[src/rtl/alu_issue_stage.sv]
// ---------------------------------------------------------------------------
// alu_issue_stage
//
// Single-entry register stage between instruction decode and the ALU. An
// accepted instruction is decoded into ALU operands, ALU opcode and
// destination register. All of these are registered and held until the ALU
// side takes them.
//
// Optional feature (compile-time macro ALU_FWD_EN):
//   defined   : MEM/WB results are forwarded onto the register operands at
//               capture time. MEM has priority over WB. $0 is never forwarded.
//   undefined : operands come only from RsData/RtData ($0 still reads 0);
//               the Mem*/Wb* inputs are ignored.
//
// Ports
//   clk, rst_n                         clock, asynchronous active-low reset
//   in_valid / in_ready                decode-side handshake
//   Opcode, Funct, Rs, Rt, Rd          instruction fields
//   RsData, RtData, Imm16              register-file data, raw immediate
//   MemRegWrite/MemWriteReg/MemResult  MEM-stage writeback (forwarding)
//   WbRegWrite/WbWriteReg/WbResult     WB-stage writeback (forwarding)
//   flush                              kill the held/incoming instruction
//   out_valid / out_ready              ALU-side handshake
//   scrA, scrB, ALUControl, WriteReg   registered ALU operands / control
//   Illegal                            held instruction is undecodable
//   IssueCount                         wrapping count of accepted instructions
// ---------------------------------------------------------------------------
module alu_issue_stage (
  input  logic        clk,
  input  logic        rst_n,
  input  logic        in_valid,
  output logic        in_ready,
  input  logic [5:0]  Opcode,
  input  logic [5:0]  Funct,
  input  logic [4:0]  Rs,
  input  logic [4:0]  Rt,
  input  logic [4:0]  Rd,
  input  logic [31:0] RsData,
  input  logic [31:0] RtData,
  input  logic [15:0] Imm16,
  input  logic        MemRegWrite,
  input  logic [4:0]  MemWriteReg,
  input  logic [31:0] MemResult,
  input  logic        WbRegWrite,
  input  logic [4:0]  WbWriteReg,
  input  logic [31:0] WbResult,
  input  logic        flush,
  output logic        out_valid,
  input  logic        out_ready,
  output logic [31:0] scrA,
  output logic [31:0] scrB,
  output logic [3:0]  ALUControl,
  output logic [4:0]  WriteReg,
  output logic        Illegal,
  output logic [15:0] IssueCount
);

  logic        out_valid_reg;
  logic [31:0] scr_a_reg, scr_b_reg;
  logic [3:0]  alu_ctrl_reg;
  logic [4:0]  write_reg_reg;
  logic        illegal_reg;
  logic [15:0] issue_count_reg;

  logic [31:0] scr_a_next, scr_b_next;
  logic [3:0]  alu_ctrl_next;
  logic [4:0]  write_reg_next;
  logic        illegal_next;

  logic        capture;

  // Operand sources: index 0 is Rs, index 1 is Rt.
  logic [1:0][4:0]  src_addr;
  logic [1:0][31:0] src_rf;
  logic [1:0][31:0] src_val;

  assign src_addr = {Rt, Rs};
  assign src_rf   = {RtData, RsData};

  genvar gi;
  generate
    for (gi = 0; gi < 2; gi++) begin : g_src
`ifdef ALU_FWD_EN
      // $0 check comes first so a writeback targeting $0 can never leak in;
      // MEM is the younger result, so it is checked before WB.
      assign src_val[gi] =
        (src_addr[gi] == 5'd0)                          ? 32'd0     :
        (MemRegWrite && (MemWriteReg == src_addr[gi]))  ? MemResult :
        (WbRegWrite  && (WbWriteReg  == src_addr[gi]))  ? WbResult  :
                                                          src_rf[gi];
`else
      assign src_val[gi] = (src_addr[gi] == 5'd0) ? 32'd0 : src_rf[gi];
`endif
    end
  endgenerate

`ifndef ALU_FWD_EN
  // Forwarding inputs are intentionally unused in this build.
  logic unused_fwd;
  assign unused_fwd = ^{MemRegWrite, MemWriteReg, MemResult,
                        WbRegWrite, WbWriteReg, WbResult};
`endif

  // Decode. Illegal encodings fall through to a single override at the end
  // so every illegal case produces identical, harmless operands.
  always_comb begin
    illegal_next   = 1'b0;
    alu_ctrl_next  = 4'b0010;
    scr_a_next     = src_val[0];
    scr_b_next     = src_val[1];
    write_reg_next = 5'd0;
    case (Opcode)
      6'h00: begin
        write_reg_next = Rd;
        case (Funct)
          6'h20:   alu_ctrl_next = 4'b0010;
          6'h22:   alu_ctrl_next = 4'b0110;
          6'h24:   alu_ctrl_next = 4'b0000;
          6'h25:   alu_ctrl_next = 4'b0001;
          6'h27:   alu_ctrl_next = 4'b1100;
          6'h2A:   alu_ctrl_next = 4'b0111;
          default: illegal_next  = 1'b1;
        endcase
      end
      6'h08: begin
        alu_ctrl_next  = 4'b0010;
        scr_b_next     = {{16{Imm16[15]}}, Imm16};
        write_reg_next = Rt;
      end
      6'h0A: begin
        alu_ctrl_next  = 4'b0111;
        scr_b_next     = {{16{Imm16[15]}}, Imm16};
        write_reg_next = Rt;
      end
      6'h23: begin
        alu_ctrl_next  = 4'b0010;
        scr_b_next     = {{16{Imm16[15]}}, Imm16};
        write_reg_next = Rt;
      end
      6'h2B: begin
        // Store computes an address only; nothing is written back.
        alu_ctrl_next  = 4'b0010;
        scr_b_next     = {{16{Imm16[15]}}, Imm16};
        write_reg_next = 5'd0;
      end
      6'h0C: begin
        alu_ctrl_next  = 4'b0000;
        scr_b_next     = {16'd0, Imm16};
        write_reg_next = Rt;
      end
      6'h0D: begin
        alu_ctrl_next  = 4'b0001;
        scr_b_next     = {16'd0, Imm16};
        write_reg_next = Rt;
      end
      6'h04: begin
        // Branch compares by subtraction of the two register operands.
        alu_ctrl_next  = 4'b0110;
        write_reg_next = 5'd0;
      end
      default: illegal_next = 1'b1;
    endcase
    if (illegal_next) begin
      alu_ctrl_next  = 4'b0010;
      scr_a_next     = 32'd0;
      scr_b_next     = 32'd0;
      write_reg_next = 5'd0;
    end
  end

  assign in_ready = !out_valid_reg || out_ready;
  assign capture  = in_valid && in_ready && !flush;

  always_ff @(posedge clk or negedge rst_n) begin
    if (!rst_n) begin
      out_valid_reg   <= 1'b0;
      scr_a_reg       <= 32'd0;
      scr_b_reg       <= 32'd0;
      alu_ctrl_reg    <= 4'b0000;
      write_reg_reg   <= 5'd0;
      illegal_reg     <= 1'b0;
      issue_count_reg <= 16'd0;
    end else if (flush) begin
      // Flush wins over any same-cycle capture; payload registers keep
      // their stale contents, which is harmless once out_valid is low.
      out_valid_reg <= 1'b0;
    end else if (capture) begin
      out_valid_reg   <= 1'b1;
      scr_a_reg       <= scr_a_next;
      scr_b_reg       <= scr_b_next;
      alu_ctrl_reg    <= alu_ctrl_next;
      write_reg_reg   <= write_reg_next;
      illegal_reg     <= illegal_next;
      issue_count_reg <= issue_count_reg + 16'd1;
    end else if (out_valid_reg && out_ready) begin
      out_valid_reg <= 1'b0;
    end
  end

  assign out_valid  = out_valid_reg;
  assign scrA       = scr_a_reg;
  assign scrB       = scr_b_reg;
  assign ALUControl = alu_ctrl_reg;
  assign WriteReg   = write_reg_reg;
  assign Illegal    = illegal_reg;
  assign IssueCount = issue_count_reg;

endmodule

[config.mk]
export PLATFORM = sky130hd
export DESIGN_NAME = alu_issue_stage
export DESIGN_NICKNAME = d
export VERILOG_FILES = /design/src/rtl/alu_issue_stage.sv
export SDC_FILE = /design/constraint.sdc
export NUM_CORES = 1
export LEC_CHECK = 0
export CAP_MARGIN = 10
export CORE_ASPECT_RATIO = 0.8
export CORE_MARGIN = 3
export CORE_UTILIZATION = 37
export CTS_BUF_LIST = sky130_fd_sc_hd__clkbuf_4
export DETAILED_ROUTE_END_ITERATION = 7
export GPL_TIMING_DRIVEN = 0
export PLACE_DENSITY_LB_ADDON = 0.12
export SYNTH_ARGS = -nofsm -noshare
export SYNTH_HDL_FRONTEND = slang
export SYNTH_SLANG_ARGS = --single-unit
[constraint.sdc]
create_clock -name clk -period 2.14 [get_ports clk]
set_input_delay 0.428 -clock clk [delete_from_list [all_inputs] [get_ports clk]]
set_output_delay 0.428 -clock clk [all_outputs]
set_load 0.02 [all_outputs]
# After elaboration in Yosys (flattened, before gate mapping)
# Cells that the tools add are included.
# word_totals
regBits	91
input_bits	188
output_inout_bits	92
word_cells	53
# op_classes
n_addsub	1
eq_ne	13
muxes	15
bitwise_logic	1
reduce_logical	16
# op_table
cell	n
32-bit two-way mux	4
32-bit case mux with 2 select lines	1
6-bit equality test, second input constant	8
4-bit case mux with 5 select lines	2
6-bit by 4-bit equality test with 1-bit output, second input constant	4
16-bit by 1-bit adder with 16-bit output, second input constant	1
5-bit zero test	2
5-bit case mux with 2 select lines	1
7-bit OR reduction	1
6-bit by 3-bit equality test with 1-bit output, second input constant	1
6-bit zero test	1
6-bit OR reduction	1
5-bit two-way mux	1
5-bit OR reduction	1
1-bit two-way mux	4
4-bit two-way mux	1
4-bit OR reduction	1
1-bit logical AND	3
3-bit nonzero test	1
1-bit zero test	2
1-bit case mux with 2 select lines	1
2-bit AND reduction	1
2-bit OR reduction	1
1-bit logical OR	1
1-bit inverter	1

# Depth between registers and ports, before layout
# depth
depth_word	6
ltp_mapped	9
depth_no_buf	5

# Least setup slack after synthesis
# No wires, ideal clock.
# synth_timing
kind	input to register
from	input Opcode[2]
to	register scr_b_reg[22] (netlist: scrB[22])
setup_ns	0.104
arrival_ns	1.891
required_time_ns	2.036
slack_ns	0.145
path_stages	8
n_path_buf	3
path_cell_list	buf_2 mux2i_2 a211o_1 nand3_1 or2_1 buf_6 buf_6 o41ai_2
# synth_via
elab_chain_cells	4
elab_cells_between_ends	14
classes_between	7 x eq/ne; 3 x mux; 4 x reduce/logical
# synth_rtl
item	line	rtl
from (decl)	33	input logic [5:0] Opcode,
6-bit by 3-bit equality test with 1-bit output (tied with other cells)	112	case (Opcode)
7-bit OR reduction (no source line) (tied with other cells)	-	
1-bit case mux with 2 select lines / 32-bit case mux with 2 select lines (equally long branches)	112	
32-bit two-way mux (*)	163	if (illegal_next) begin
to (signal assigned)	190	scr_b_reg <= scr_b_next;
to (decl)	59	logic [31:0] scr_a_reg, scr_b_reg;
# Mark *: on every way between the ends. The rest lies on a longest branch, timed or not.
# A chain may end at the register's enable or synchronous reset.

# Worst setup path after layout
# layout_timing
from	input Funct[1]
to	register scr_b_reg[26] (netlist: scrB[26])
# layout_via
elab_chain_cells	5
elab_cells_between_ends	10
classes_between	6 x eq/ne; 3 x mux; 1 x reduce/logical
# layout_rtl
item	line	rtl
from (decl)	34	input logic [5:0] Funct,
6-bit equality test	115	case (Funct)
6-bit OR reduction (no source line) (*)	-	
1-bit two-way mux (*)	115	
1-bit case mux with 2 select lines (*)	112	
32-bit two-way mux (*)	163	
# Marked as above.

==> reports/summary.txt <==
Layout Utilization: 0.6041
TritonCTS clock tree: yes
Unique masters post-synth: 46
number of global-route vias before repair: 3930
Hold WC Path Type: in -> async
clk_lat worst skew: 0.43 ns
FF-to-FF setup slack: 0.21 ns
starting DRC count in detailed routing: 230
crit path DAT: 2.43 ns
GRT overflow: 0
Synth Flop Type: dfrtp_1
Worst setup endpoint: scrB[26]$_DFFE_PN0P_
Worst VDD drop: 362.9 uV
Final WS setup: 0.03963 ns
final clock skew: 0.007211 ns
DPL Wire Length: 9698 um
Static Leak: 2.925 nW
reg2reg end: scrB[26]$_DFFE_PN0P_
RSZ-0062 raised after global routing: no
Rel. slew slack: 0.4813
largest net degree at the start of global routing: 56
drt pass-1 iters: 4
Placer Congestion: 0.8343
RR Startpoint: out_valid$_DFFE_PN0P_
total negative setup slack: 0 ns
GR Util All Layers: 0.2014
multi-input logic area: 0.001788 mm2
Register Area: 0.002277 mm2
EDFF count, synth: 0
die area: 0.01268 mm2
Top Ports: 280
Row Count: 34
worst-path maximum fanout: 10
synthesized instance count: 385
Pwr Density: 593.6 mW/mm2
CTS sink count: 91
largest area contributor in the netlist: dfrtp_1
Layout fillers: 951
Mapped Area: 0.004203 mm2
synth warn: 0
Final period util: 0.9815
Seq/Total Area, Yosys: 0.5418
antenna violations before repair: 0
maximum capacitance violations: 0
actual slew at the worst max-slew pin: 0.7585 ns
final wirelength: 12940 um
Worst setup SP type: input pin
WL/cell: 17.25 um
width of the die: 125.2 um
#FFs+latches synth: 91
first-pass GRT wire length: 20550 um
Synth top cells by count: 91 x dfrtp_1, 50 x nand2_1, 35 x a21oi_1
setup slack at placement: -0.6089 ns
most frequent cell after synthesis: dfrtp_1
Synth Net Count: 574
Routed Antenna Nets: 0
Cells after DPL: 732
Clock transition at path regs: 0.15 ns
proportion of layout cells with a drive suffix above 1: 0.1040
R2R depth: 7
worst setup path class: in -> reg
Worst EP required: 2.47 ns
# H-tree levels: 3
total CTS buffers: 9
Vias/cell: 5.136
DIE HEIGHT: 101.3 um
CP startpoint: Funct[1]
clk buf depth: 2
Final Non-Filler Cells: 750
DR vias: 3852
CTS root buf: clkbuf_4
Critical Path End Type: register
Fmax achieved: 476.1 MHz
outcome: finished clean
Core Box Area: 0.01098 mm2
synth top area cells: dfrtp_1 54%, a22o_1 6.7%, o41ai_2 6.2%, nand2_1 4.5%, a21oi_1 4.2%
synthesis-to-finish area growth: 57.76%
synthesized area per cell: 10.92 um2
post-synthesis async set-or-reset flop share: 1.000
antenna fix cells: 0
top cell type's share of synthesized area: 0.5418
drt drc: 0
count of final max-slew check failures: 0
final-stage net count: 790
Hold Slack: 0.4778 ns
Buffers on Ports: 202
Fin. Hold Viols: 0
Initial Util: 0.3829
Setup Viol. Count Final: 0
Tmin final: 2.100 ns
layer usage:
metal / part of all wire / global-route usage
met1: 0.44 / 0.2727
met2: 0.46 / 0.3086
met3: 0.075 / 0.06853
met4: 0.021 / 0.06333
met5: 0 / 0
final cells by class:
cell class	count	share of cell area
clock buffer	10	0.01132
buffer	28	0.02321
tap	144	0.02717
timing repair buffer	205	0.3131
inverter	4	0.002265
sequential	91	0.3435
clock inverter	6	0.009813
multi-input combinational	262	0.2697
worst min-delay path by stage:
stage | startpoint | slack (ns) | cells past startpoint | end
2_1_floorplan | rst_n | 0.13 | 0 | ALUControl[0]$_DFFE_PN0P_
3_3_place_gp | scrB[22]$_DFFE_PN0P_ | 0.46 | 2 | scrB[22]$_DFFE_PN0P_
3_5_place_dp | rst_n | 0.43 | 1 | WriteReg[0]$_DFFE_PN0P_
4_1_cts | rst_n | 0.47 | 2 | WriteReg[0]$_DFFE_PN0P_
5_1_grt | rst_n | 0.48 | 2 | WriteReg[0]$_DFFE_PN0P_
6_report | rst_n | 0.48 | 2 | WriteReg[0]$_DFFE_PN0P_
cell usage in the layout, fill, tap and decap left out, types with 4 or more instances in the layout:
master           Yosys  final
nand3_1              8      8
a22oi_1              6      6
clkbuf_2             0      8
a22o_1              32     32
clkbuf_1            17     10
xnor2_1             11     11
dlymetal6s2s_1       0      5
xor2_1               4      4
o41ai_2             16     16
a21oi_1             35     35
o21ai_0             25     25
nand2_1             50     50
dfrtp_1             91     91
clkbuf_4             0     10
nor2_1              15     14
buf_6                4      4
inv_1                4      4
and3_1              18     18
clkdlybuf4s50_1      0    195
buf_2                4      4
worst max-delay path: stages:
cell and delay [ns]:
clkdlybuf4s50_1 0.55, nand4bb_1 0.14, a21boi_0 0.17, o211a_4 0.26, or2_1 0.24, buf_6 0.14, buf_6 0.15, o41ai_2 0.35
logic make-up after synthesis:
logic type | count (synthesis) | synth area share
XOR/XNOR | 15 | 0.03126
AND/OR/NAND/NOR | 122 | 0.1521
AO/OA/AOI/OAI | 123 | 0.2307
multiplexers | 1 | 0.003274
flip-flops | 91 | 0.5418
buffers and inverters | 32 | 0.03781
adder cells (fa/ha/maj) | 1 | 0.002977
power breakdown:
part	internal (mW)	switching (mW)	total, mW
Clock	0.373	0.602	0.975
Sequential	1.84	0.112	1.95
Combinational	0.541	0.465	1.01
Total	2.76	1.18	3.94
what timing repair did:
action / CTS / global route
setup buffers: 1 / 0
gates cloned: 0 / 0
hold buffers: 1 / 0
setup endpoints to repair: 32 / 62
gates resized for setup: 9 / 13
pin swaps: 1 / 0
hold endpoints to repair: 36 / 0
metrics by stage:
| stage | power [mW] | area [um2] |
|---|---|---|
| floorplan | 2.387 | 4203 |
| global placement | 2.966 | 6405 |
| global route | 4.153 | 6630 |
| detailed placement | 2.990 | 6430 |
| CTS | 3.996 | 6604 |
| finish | 3.936 | 6630 |
Note: power is estimated with default switching activity, not from simulation.
